[src/rtl/mem_cycle_ctl_pkg.sv]
// Shared definitions for the memory cycle controller: op encodings, FSM states
// and data/address widths.
package mem_cycle_ctl_pkg;

  localparam int DATA_W = 12;
  localparam int ADDR_W = 15;

  typedef enum logic [1:0] {
    OP_READ  = 2'b00,
    OP_WRITE = 2'b01,
    OP_INCR  = 2'b10,
    OP_RSVD  = 2'b11
  } op_e;

  typedef enum logic [2:0] {
    HOLD        = 3'd0,
    IDLE        = 3'd1,
    START       = 3'd2,
    WAIT_STROBE = 3'd3,
    WAIT_DONE   = 3'd4,
    RELEASE     = 3'd5
  } state_e;

  // The reserved encoding behaves as a plain read (restore the original word).
  function automatic op_e decode_op(input logic [1:0] raw);
    op_e op;
    op = (raw == 2'b11) ? OP_READ : op_e'(raw);
    return op;
  endfunction

endpackage

[src/rtl/mem_cycle_ctl.sv]
// Read/modify/write cycle sequencer for a destructive-read memory with a
// post-reset holdoff and a cycle watchdog.
//
// state       | meaning
// ------------+-----------------------------------------------------------
// HOLD        | after reset; wait HOLDOFF clocks so an in-flight cycle drains
// IDLE        | req_ready=1, waiting for a request
// START       | raise mem_start
// WAIT_STROBE | wait for first strobe_n low; mem_done_n may be stale here
// WAIT_DONE   | write-back word loaded; wait for mem_done_n low
// RELEASE     | one clock with mem_start low before returning to IDLE
module mem_cycle_ctl
  import mem_cycle_ctl_pkg::*;
#(
  parameter int WDOG_LIMIT = 255,
  parameter int HOLDOFF    = 200
) (
  input  logic              clk,
  input  logic              rst,
  input  logic              req_valid,
  output logic              req_ready,
  input  logic [1:0]        req_op,
  input  logic [ADDR_W-1:0] req_addr,
  input  logic [DATA_W-1:0] req_wdata,
  output logic              rsp_valid,
  output logic [DATA_W-1:0] rsp_rdata,
  output logic              rsp_zero,
  output logic              rsp_err,
  output logic              mem_start,
  output logic [ADDR_W-1:0] mem_addr,
  output logic [DATA_W-1:0] mem_wdata,
  input  logic [DATA_W-1:0] mem_data,
  input  logic              strobe_n,
  input  logic              mem_done_n
);

  localparam int WDOG_W = $clog2(WDOG_LIMIT + 1);
  localparam int HOLD_W = (HOLDOFF > 1) ? $clog2(HOLDOFF) : 1;

  state_e              state_q, state_d;
  logic [HOLD_W-1:0]   hold_cnt_q, hold_cnt_d;
  logic [WDOG_W-1:0]   wdog_q, wdog_d;
  op_e                 op_q, op_d;
  logic [DATA_W-1:0]   wdata_q, wdata_d;
  logic [ADDR_W-1:0]   addr_q, addr_d;
  logic [DATA_W-1:0]   rdata_q, rdata_d;
  logic [DATA_W-1:0]   mem_wdata_q, mem_wdata_d;
  logic                mem_start_q, mem_start_d;
  logic                wb_pend_q, wb_pend_d;
  logic                rsp_valid_q, rsp_valid_d;
  logic                rsp_err_q, rsp_err_d;
  logic                rsp_zero_q, rsp_zero_d;

  logic [WDOG_W-1:0]   wdog_inc;
  logic                wdog_hit;
  logic [DATA_W-1:0]   inc_data;

  assign wdog_inc = wdog_q + 1'b1;
  assign wdog_hit = (wdog_inc == WDOG_W'(WDOG_LIMIT));
  assign inc_data = rdata_q + DATA_W'(1);

  always_comb begin
    state_d     = state_q;
    hold_cnt_d  = hold_cnt_q;
    wdog_d      = '0;
    op_d        = op_q;
    wdata_d     = wdata_q;
    addr_d      = addr_q;
    rdata_d     = rdata_q;
    mem_wdata_d = mem_wdata_q;
    mem_start_d = mem_start_q;
    wb_pend_d   = 1'b0;
    rsp_valid_d = 1'b0;
    rsp_err_d   = 1'b0;
    rsp_zero_d  = 1'b0;

    // Write-back word is formed the clock after the strobe latched the read.
    if (wb_pend_q) begin
      case (op_q)
        OP_WRITE: mem_wdata_d = wdata_q;
        OP_INCR:  mem_wdata_d = inc_data;
        default:  mem_wdata_d = rdata_q;
      endcase
    end

    case (state_q)
      HOLD: begin
        if (hold_cnt_q == '0) state_d = IDLE;
        else                  hold_cnt_d = hold_cnt_q - 1'b1;
      end

      IDLE: begin
        if (req_valid) begin
          addr_d  = req_addr;
          op_d    = decode_op(req_op);
          wdata_d = req_wdata;
          state_d = START;
        end
      end

      START: begin
        wdog_d = wdog_inc;
        if (wdog_hit) begin
          rsp_valid_d = 1'b1;
          rsp_err_d   = 1'b1;
          mem_start_d = 1'b0;
          state_d     = RELEASE;
        end else begin
          mem_start_d = 1'b1;
          state_d     = WAIT_STROBE;
        end
      end

      WAIT_STROBE: begin
        wdog_d = wdog_inc;
        if (wdog_hit) begin
          rsp_valid_d = 1'b1;
          rsp_err_d   = 1'b1;
          mem_start_d = 1'b0;
          state_d     = RELEASE;
        end else if (!strobe_n) begin
          rdata_d   = mem_data;
          wb_pend_d = 1'b1;
          state_d   = WAIT_DONE;
        end
      end

      WAIT_DONE: begin
        wdog_d = wdog_inc;
        if (!mem_done_n) begin
          rsp_valid_d = 1'b1;
          rsp_zero_d  = (op_q == OP_INCR) && (inc_data == '0);
          mem_start_d = 1'b0;
          state_d     = RELEASE;
        end else if (wdog_hit) begin
          rsp_valid_d = 1'b1;
          rsp_err_d   = 1'b1;
          mem_start_d = 1'b0;
          state_d     = RELEASE;
        end
      end

      RELEASE: begin
        state_d = IDLE;
      end

      default: begin
        state_d     = HOLD;
        mem_start_d = 1'b0;
      end
    endcase
  end

  always_ff @(posedge clk) begin
    if (rst) begin
      state_q     <= HOLD;
      hold_cnt_q  <= HOLD_W'(HOLDOFF - 1);
      wdog_q      <= '0;
      op_q        <= OP_READ;
      wdata_q     <= '0;
      addr_q      <= '0;
      rdata_q     <= '0;
      mem_wdata_q <= '0;
      mem_start_q <= 1'b0;
      wb_pend_q   <= 1'b0;
      rsp_valid_q <= 1'b0;
      rsp_err_q   <= 1'b0;
      rsp_zero_q  <= 1'b0;
    end else begin
      state_q     <= state_d;
      hold_cnt_q  <= hold_cnt_d;
      wdog_q      <= wdog_d;
      op_q        <= op_d;
      wdata_q     <= wdata_d;
      addr_q      <= addr_d;
      rdata_q     <= rdata_d;
      mem_wdata_q <= mem_wdata_d;
      mem_start_q <= mem_start_d;
      wb_pend_q   <= wb_pend_d;
      rsp_valid_q <= rsp_valid_d;
      rsp_err_q   <= rsp_err_d;
      rsp_zero_q  <= rsp_zero_d;
    end
  end

  assign req_ready = (state_q == IDLE);
  assign rsp_valid = rsp_valid_q;
  assign rsp_rdata = rdata_q;
  assign rsp_zero  = rsp_zero_q;
  assign rsp_err   = rsp_err_q;
  assign mem_start = mem_start_q;
  assign mem_addr  = addr_q;
  assign mem_wdata = mem_wdata_q;

endmodule
[config.mk]
export PLATFORM = sky130hd
export DESIGN_NAME = mem_cycle_ctl
export DESIGN_NICKNAME = d
export VERILOG_FILES = /design/src/rtl/mem_cycle_ctl_pkg.sv /design/src/rtl/mem_cycle_ctl.sv
export SDC_FILE = /design/constraint.sdc
export NUM_CORES = 1
export LEC_CHECK = 0
export BUFFER_PORTS_ARGS = -buffer_cell sky130_fd_sc_hd__buf_4
export CAP_MARGIN = 10
export CORE_MARGIN = 1.5
export CORE_UTILIZATION = 53
export DETAILED_ROUTE_END_ITERATION = 6
export GPL_TIMING_DRIVEN = 1
export PLACE_DENSITY_LB_ADDON = 0.3
export SYNTH_ARGS = -nofsm -noshare
export SYNTH_HDL_FRONTEND = slang
export SYNTH_SLANG_ARGS = --single-unit
[constraint.sdc]
create_clock -name clk -period 2.4 [get_ports clk]
set_input_delay 0.24 -clock clk [delete_from_list [all_inputs] [get_ports clk]]
set_output_delay 0.24 -clock clk [all_outputs]
set_load 0.03 [all_outputs]
-- Word level (Yosys, flattened, before mapping)
Index checks and enable logic that the tools add are counted.
- input port bits: 46
- register bits after elaboration: 77
- output and inout bits: 44
- logic and storage cells: 69
- bitwise gates (word level): 6
- $add $sub $neg: 3
- equality and inequality tests: 13
- multiplexer cells: 20
- reduce and logical (&&, ||, !) cells: 14
- operator list (operator ; number):
    $pmux W12 S2 ; 1
    $mux W3 ; 7
    $pmux W3 S6 ; 1
    $add A12 B1 Y12 const B ; 1
    $logic_not A12 Y1 ; 1
    $reduce_or A3 Y1 ; 4
    $add A8 B1 Y8 const B ; 1
    $eq A8 B8 Y1 const B ; 1
    $logic_not A8 Y1 ; 1
    $sub A8 B1 Y8 const B ; 1
    $mux W1 ; 7
    $eq A3 B2 Y1 const B ; 2
    $eq A3 B3 Y1 const B ; 2
    $ne A3 B3 Y1 const B ; 2
    $not A1 Y1 ; 6
    $eq A2 B2 Y1 const B ; 2
    $ne A2 B2 Y1 const B ; 2
    $pmux W1 S2 ; 2
    $pmux W1 S4 ; 1
    $reduce_and A2 Y1 ; 2
    $reduce_and A4 Y1 ; 1
    $reduce_or A2 Y1 ; 2
    $eq A3 B1 Y1 const B ; 1
    $logic_not A3 Y1 ; 1
    other kinds (4) ; 4

-- Depth between registers and ports, before layout
Gate-level depths: netlist of run 1.
- depth after elaboration: 5
- gate-level depth with buffers: 7
- gate-level depth less buffers: 7

-- Worst setup path after synthesis of run 1
OpenSTA, ideal clock, no wires.
- kind: flip-flop to flip-flop
- start point: reg state_q[1]
- end point: reg wdata_q[10]
- buffers on the path: 3
- arrival time: 2.061 ns
- path slack: 0.268 ns
- library setup time: 0.071 ns
- data required time: 2.329 ns
- cell stages (with the launch flop): 8
- clock period less this slack: 2.132 ns
- path through: dfxtp_1 -> clkbuf_1 -> nor3b_1 -> and2_1 -> buf_2 -> buf_2 -> nand2_1 -> a21oi_1
- word-level cells in the longest chain between the ends: 2
- RTL lines (what ; RTL line ; RTL):
    start: declaration ; mem_cycle_ctl.sv:40 ; state_e state_q, state_d;
    start signal: assignment ; mem_cycle_ctl.sv:170 ; state_q <= state_d;
    $eq A3 B1 Y1 ; - ;
    via req_ready ; mem_cycle_ctl.sv:21 ; output logic req_ready,
    $reduce_and A2 Y1 (no line) ; - ;
    end signal: assignment ; mem_cycle_ctl.sv:174 ; wdata_q <= wdata_d;
    end: declaration ; mem_cycle_ctl.sv:44 ; logic [DATA_W-1:0] wdata_q, wdata_d;
The timed path passes the listed nets, and every way through them passes these cells.
A chain may end at the register's enable or synchronous reset.

-- Worst setup path in the final report of run 1
- start point: reg wdog_q[0]
- end point: reg rdata_q[10] (netlist: rsp_rdata[10])
- word-level cells in the longest chain between the ends: 4
- RTL lines (what ; RTL line ; RTL):
    start: declaration ; mem_cycle_ctl.sv:42 ; logic [WDOG_W-1:0] wdog_q, wdog_d;
    start signal: assignment ; mem_cycle_ctl.sv:172 ; wdog_q <= wdog_d;
    $add A8 B1 Y8 ; mem_cycle_ctl.sv:58 ; assign wdog_inc = wdog_q + 1'b1;
    $eq A8 B8 Y1 ; mem_cycle_ctl.sv:59 ; assign wdog_hit = (wdog_inc == WDOG_W'(WDOG_LIMIT));
    $not A1 Y1 (no line) ; - ;
    $reduce_and A3 Y1 (no line) ; - ;
    end signal: assignment ; mem_cycle_ctl.sv:176 ; rdata_q <= rdata_d;
    end: declaration ; mem_cycle_ctl.sv:46 ; logic [DATA_W-1:0] rdata_q, rdata_d;
No other way between the ends.

==> impl_metrics.ini, run 1 <==
[logic_synthesis]
synth_top_area_share_pct = 42.2
synth_top_area_cell = dfxtp_1
synth_ff_type = dfxtp_1
synth_area_leaders = dfxtp_1, nand2_1, nand2b_1
netlist-cell-type-count = 54
ys_ff_latch = 77
yosysSeqAreaShare_pct = 42.2
async_reset_ff_share_pct = 0
postSynthCellCount = 434
synth.avg_cell_area_um2 = 8.41
yosys_warnings = 0
synth_common_cells = dfxtp_1, nand2_1, a21oi_1, nand2b_1, nor2_1
syn_nets = 488
synthesis.area_um2 = 3650
synth_edf_count = 0
synth.most_common_cell = dfxtp_1

[die]
die_x_um = 86
placeableCoreArea_um2 = 6720
initial_utilization_pct = 54.3
num_io_pins = 90
die_h_um = 86
row_count = 30
dieArea_um2 = 7400

[cts]
cts_sinks = 77
htree_levels = 3
cts_tree = built
clk_latency_ns = 0.35
cts_setup_buffers = 0
clockBufferDepth = 2
cts_hold_buf = 0
path_clk_slew_ns = 0.08
ctsResizeCount = 0
cts_root_buffer = clkbuf_8
cts_made_buffers = 9

[timing]
clock_skew_ns = 0.0122
fin_crit_sh_pct = 90.6
period_needed_ns = 2.17
worst_slew_pin_slew_ns = 0.823
slew_headroom_pct = 45.1
tns_ns = 0
fmax_mhz = 460
timing.final.max_slew_violations = 0
finalSetupViolations = 0
rsz0062_at_grt = false
finalHoldViolations = 0

[hold_path]
hold_class = in2reg

[detailed_routing]
drt-wirelength-per-cell_um = 13.9
ant_nets = 0
post-route-drc-count = 0
vias = 3291
firstDrtPassIters = 6
routed_via_density = 5.49
drt_wl_total_um = 8330
drt_iter0_drc = 233

[global_route]
antenna_found_initial = 0
grtUsageTotal_pct = 23.5
overflow = 0
grt_max_degree = 82
grt_pass1_wl_um = 13900
grt_pass1_vias = 3009

[critical_path]
cp-end-kind = register
worst-setup-path-type = reg2reg
reg2regPathDepth = 6
cp-start-kind = register
worst-path-stages = 6
crit_path_end = rsp_rdata[10]
rrSetupSlack_ns = 0.23
path_cells = ha_1 > nand3_1 > xor2_1 > a211oi_4 > a311oi_4 > mux2i_1
slowest_delay_ns = 0.70
reg2reg_from = wdog_q[0]
cp.buffers_inverters = 0
critical_path_arrival_ns = 2.44
required_ns = 2.67
cp_slowest_cell = a311oi_4
startpoint = wdog_q[0]
r2r-end = rsp_rdata[10]
crit_family = compound AO/OA/AOI/OAI gates
crit_fanout = 12

[place]
hpwl_um = 5820
place_congestion = 0.854
placed_area_um2 = 4360
numPortBuffers = 89

[layout]
antenna-diode-count = 0
n_fill_cell = 568
utilization_pct = 67.5
fin_nets = 569
drive_gt1_share_pct = 22.3
syn_to_final_growth_pct = 24.3
postLayoutCellArea_um2 = 4540

[pwr]
p_per_area_nw_per_um2 = 500
p_leak_uw = 0.00171
vdd.ir_drop.worst_mv = 0.320

[status]
status = completed

[job]
max-cap-violations = 0
per-layer routing:
layer  part of all wire, %  GRT usage, %
met1                    47          31.3
met2                    46          37.5
met3                   6.6          5.68
met4                   1.2          7.92
met5                     0             0
through the flow:
step / power (µW) / worst slack, ns / hold slack (ns) / std cells
after CTS: 2290 / 0.208 / 0.124 / 600
after floorplan: 1360 / 0.268 / 0.376 / 434
after global routing: 2350 / 0.0212 / 0.131 / 600
final: 2270 / 0.225 / 0.130 / 600
after detailed placement: 1420 / 0.231 / 0.450 / 584
after global placement: 1420 / 0.310 / 0.442 / 584
placed cells by master, fill, tap and decap left out, types with 3 or more instances in the layout:
cell type,Yosys,routed
nand2_1,69,69
a21oi_1,39,39
nand3_1,11,11
a32oi_1,4,4
nand3b_1,3,3
a31oi_1,5,5
o21ai_0,9,9
ha_1,8,8
a221oi_1,4,4
nand4_1,4,4
nand2b_1,39,39
mux2i_1,14,14
buf_4,0,95
clkbuf_8,0,10
dfxtp_1,77,77
xor2_1,7,7
clkinvlp_4,0,3
xnor2_1,14,14
nor3_1,9,9
nor2_1,29,29
nor2b_1,5,5
o32ai_1,3,3
inv_1,15,15
sequential cells by signal, summed over array words and instances (netlist names):
signal and flops:
mem_start 1, rsp_zero 1, hold_cnt_q 8, wdog_q 8, wb_pend_q 1, op_q 2, rsp_err 1, state_q 3
wdata_q 12, mem_wdata 12, mem_addr 15, rsp_valid 1, rsp_rdata 12
worst register-to-register path, stage by stage (launching register included):
cell and delay [ns]:
dfxtp_1 0.41, ha_1 0.23, nand3_1 0.09, xor2_1 0.30, a211oi_4 0.11, a311oi_4 0.70
mux2i_1 0.26
report_power, final:
part,switching [µW],leakage [µW],internal [µW]
Sequential,4.80,0.000621,1280
Combinational,41.8,0.00100,65.7
Clock,470,0.0000815,403
cell families (layout without fill, tap and decap cells):
logic type,after synthesis,in the layout,synth area share [%]
AND/OR/NAND/NOR,184,184,24.8
AO/OA/AOI/OAI,90,90,16.9
flip-flops,77,77,42.2
buffers and inverters,40,126,4.42
XOR/XNOR,21,21,5.04
multiplexers,14,14,3.84
adder cells (fa/ha/maj),8,8,2.74
final cells by class:
class                      instances  area (µm²)  area share [%]
sequential                        77        1540            34.0
timing repair buffer              95         713            15.7
tap                               80         100            2.21
clock inverter                     5        36.3           0.800
inverter                          15        56.3            1.24
clock buffer                      11         141            3.12
multi-input combinational        317        1950            42.9
worst min path at each step:
| stage | cells after the start | end | startpoint | slack, ns |
|---|---|---|---|---|
| finish | 3 | mem_addr[14] | req_addr[14] | 0.13 |
| global route | 3 | mem_addr[10] | req_addr[10] | 0.13 |
| CTS | 3 | mem_addr[1] | req_addr[1] | 0.12 |
| detailed placement | 2 | mem_addr[6] | mem_addr[6] | 0.45 |
| global placement | 2 | mem_addr[10] | mem_addr[10] | 0.44 |
| floorplan | 2 | wdata_q[0] | req_wdata[0] | 0.38 |
Note: power is estimated with default switching activity, not from simulation.
==> run 2, diff against run 1 <==
CORE_UTILIZATION = 50   (was 53)
SETUP_SLACK_MARGIN = 0.2   (was unset)
clock period = 2.1 ns   (was 2.4 ns; I/O delays follow)
==> impl_metrics.ini, run 2 (synthesis gave the netlist of run 1 again) <==
[status]
status = completed

[hold_path]
whs_path_depth = 3
hp-start = req_wdata[11]
whs_endpoint = wdata_q[11]
hold_class = in2reg

[die]
row_count = 30
die_h_um = 88.5
placeableCoreArea_um2 = 6940
initial_utilization_pct = 52.6
num_io_pins = 90
die_x_um = 88.5
dieArea_um2 = 7820

[critical_path]
cp-start-kind = register
cp-end-kind = register
worst-setup-path-type = reg2reg
crit_fanout = 11
rrSetupSlack_ns = 0.25
reg2reg_from = wdog_q[1]
critical_path_arrival_ns = 2.09
reg2regPathDepth = 6
r2r-end = rsp_rdata[3]
required_ns = 2.34

[global_route]
grt_pass1_vias = 3285
overflow = 0
grt_pass1_wl_um = 14100
grt_max_degree = 53
antenna_found_initial = 0
grtUsageTotal_pct = 23.0

[layout]
fin_cells = 628
fin_nets = 581
drive_gt1_share_pct = 27.1
layout_common_cells = buf_4, dfxtp_1, nand2_1
syn_to_final_growth_pct = 30.4
mostFrequentLayoutCell = buf_4
antenna-diode-count = 0
largest_reg_flops = 15
n_fill_cell = 569

[job]
max-cap-violations = 0

[detailed_routing]
vias = 3338
drt-wirelength-per-cell_um = 13.6
routed_via_density = 5.32
drt_iter0_drc = 141
post-route-drc-count = 0
drt_wl_total_um = 8570
firstDrtPassIters = 4
ant_nets = 0

[place]
hpwl_um = 6130
numPortBuffers = 89
place_congestion = 0.881
dp.cells = 608

[cts]
path_clk_slew_ns = 0.08
htree_levels = 3
cts_root_buffer = clkbuf_8
cts_hold_buf = 0
cts_sinks = 77
clockBufferDepth = 2
cts_made_buffers = 9
cts_tree = built
clk_latency_ns = 0.35

[timing]
clock_skew_ns = 0.00828
holdWs_ns = 0.105
period_needed_ns = 1.85
finalHoldViolations = 0
timing.final.max_slew_violations = 0
slew_headroom_pct = 61.2
rsz0062_at_grt = false
finalSetupViolations = 0
worst_slew_pin_slew_ns = 0.582
fmax_mhz = 540
tns_ns = 0
fin_crit_sh_pct = 88.2

[pwr]
p_per_area_nw_per_um2 = 597
vdd.ir_drop.worst_mv = 0.411
p_leak_uw = 0.00181
power_uw = 2840
run 2: area by class of cell:
| class | instances | area (µm²) | area share, % |
|---|---|---|---|
| multi-input combinational | 317 | 1990 | 41.8 |
| tap | 96 | 120 | 2.52 |
| inverter | 15 | 56.3 | 1.18 |
| clock buffer | 14 | 193 | 4.05 |
| clock inverter | 2 | 37.5 | 0.788 |
| sequential | 77 | 1550 | 32.5 |
| timing repair buffer | 107 | 816 | 17.1 |
run 2: worst max-delay path by stage:
| stage | start | endpoint | slack (ns) | depth (start not counted) |
|---|---|---|---|---|
| after detailed placement | wdog_q[1] | rsp_rdata[3] | -0.08 | 6 |
| after global routing | wdog_q[1] | rsp_rdata[3] | 0.18 | 6 |
| after global placement | wdog_q[1] | rsp_rdata[1] | 0.05 | 6 |
| after floorplan | rsp_rdata[0] | mem_wdata[8] | 0.20 | 6 |
| final | wdog_q[1] | rsp_rdata[3] | 0.25 | 6 |
| after CTS | wdog_q[2] | rsp_rdata[3] | 0.20 | 6 |
run 2: per-stage QoR:
| stage | instance area (µm²) | setup WS (ns) | utilization [%] |
|---|---|---|---|
| 2_1_floorplan | 3660 | 0.202 | - |
| 3_3_place_gp | 4450 | 0.0454 | 64.0 |
| 3_5_place_dp | 4450 | -0.0767 | 64.0 |
| 4_1_cts | 4720 | 0.199 | 68.0 |
| 5_1_grt | 4760 | 0.183 | 68.6 |
| 6_report | 4760 | 0.249 | 68.6 |
run 2: power breakdown:
group | switching, µW | internal [µW] | total [µW] | leakage (µW)
clock network | 533 | 712 | 1240 | 0.000115
registers | 6.03 | 1460 | 1470 | 0.000624
logic | 48.4 | 76.8 | 125 | 0.00107
total | 587 | 2250 | 2840 | 0.00181
run 2: routing by layer:
| layer | vias to the layer above | share of wire, % | track usage (%) |
|---|---|---|---|
| li1 | 1686 | - | - |
| met1 | 1522 | 46 | 28.7 |
| met2 | 116 | 45 | 38.0 |
| met3 | 14 | 7.2 | 5.32 |
| met4 | 0 | 1.6 | 10.2 |
| met5 | - | 0 | 0 |
run 2: repair_timing:
item                                    in CTS  in global routing
cloned                                       0                  0
endpoints found under the setup margin      15                 20
pin swaps                                    1                  3
setup buffers                                2                  2
resized for setup                            3                 10
endpoints found under the hold margin        0                  0
run 2: worst max-delay path, cell delays in order (launching register included):
cell	delay, ns
dfxtp_2	0.38
nand2_1	0.13
or3_4	0.37
a211oi_4	0.38
a311oi_4	0.17
buf_12	0.20
mux2i_1	0.11
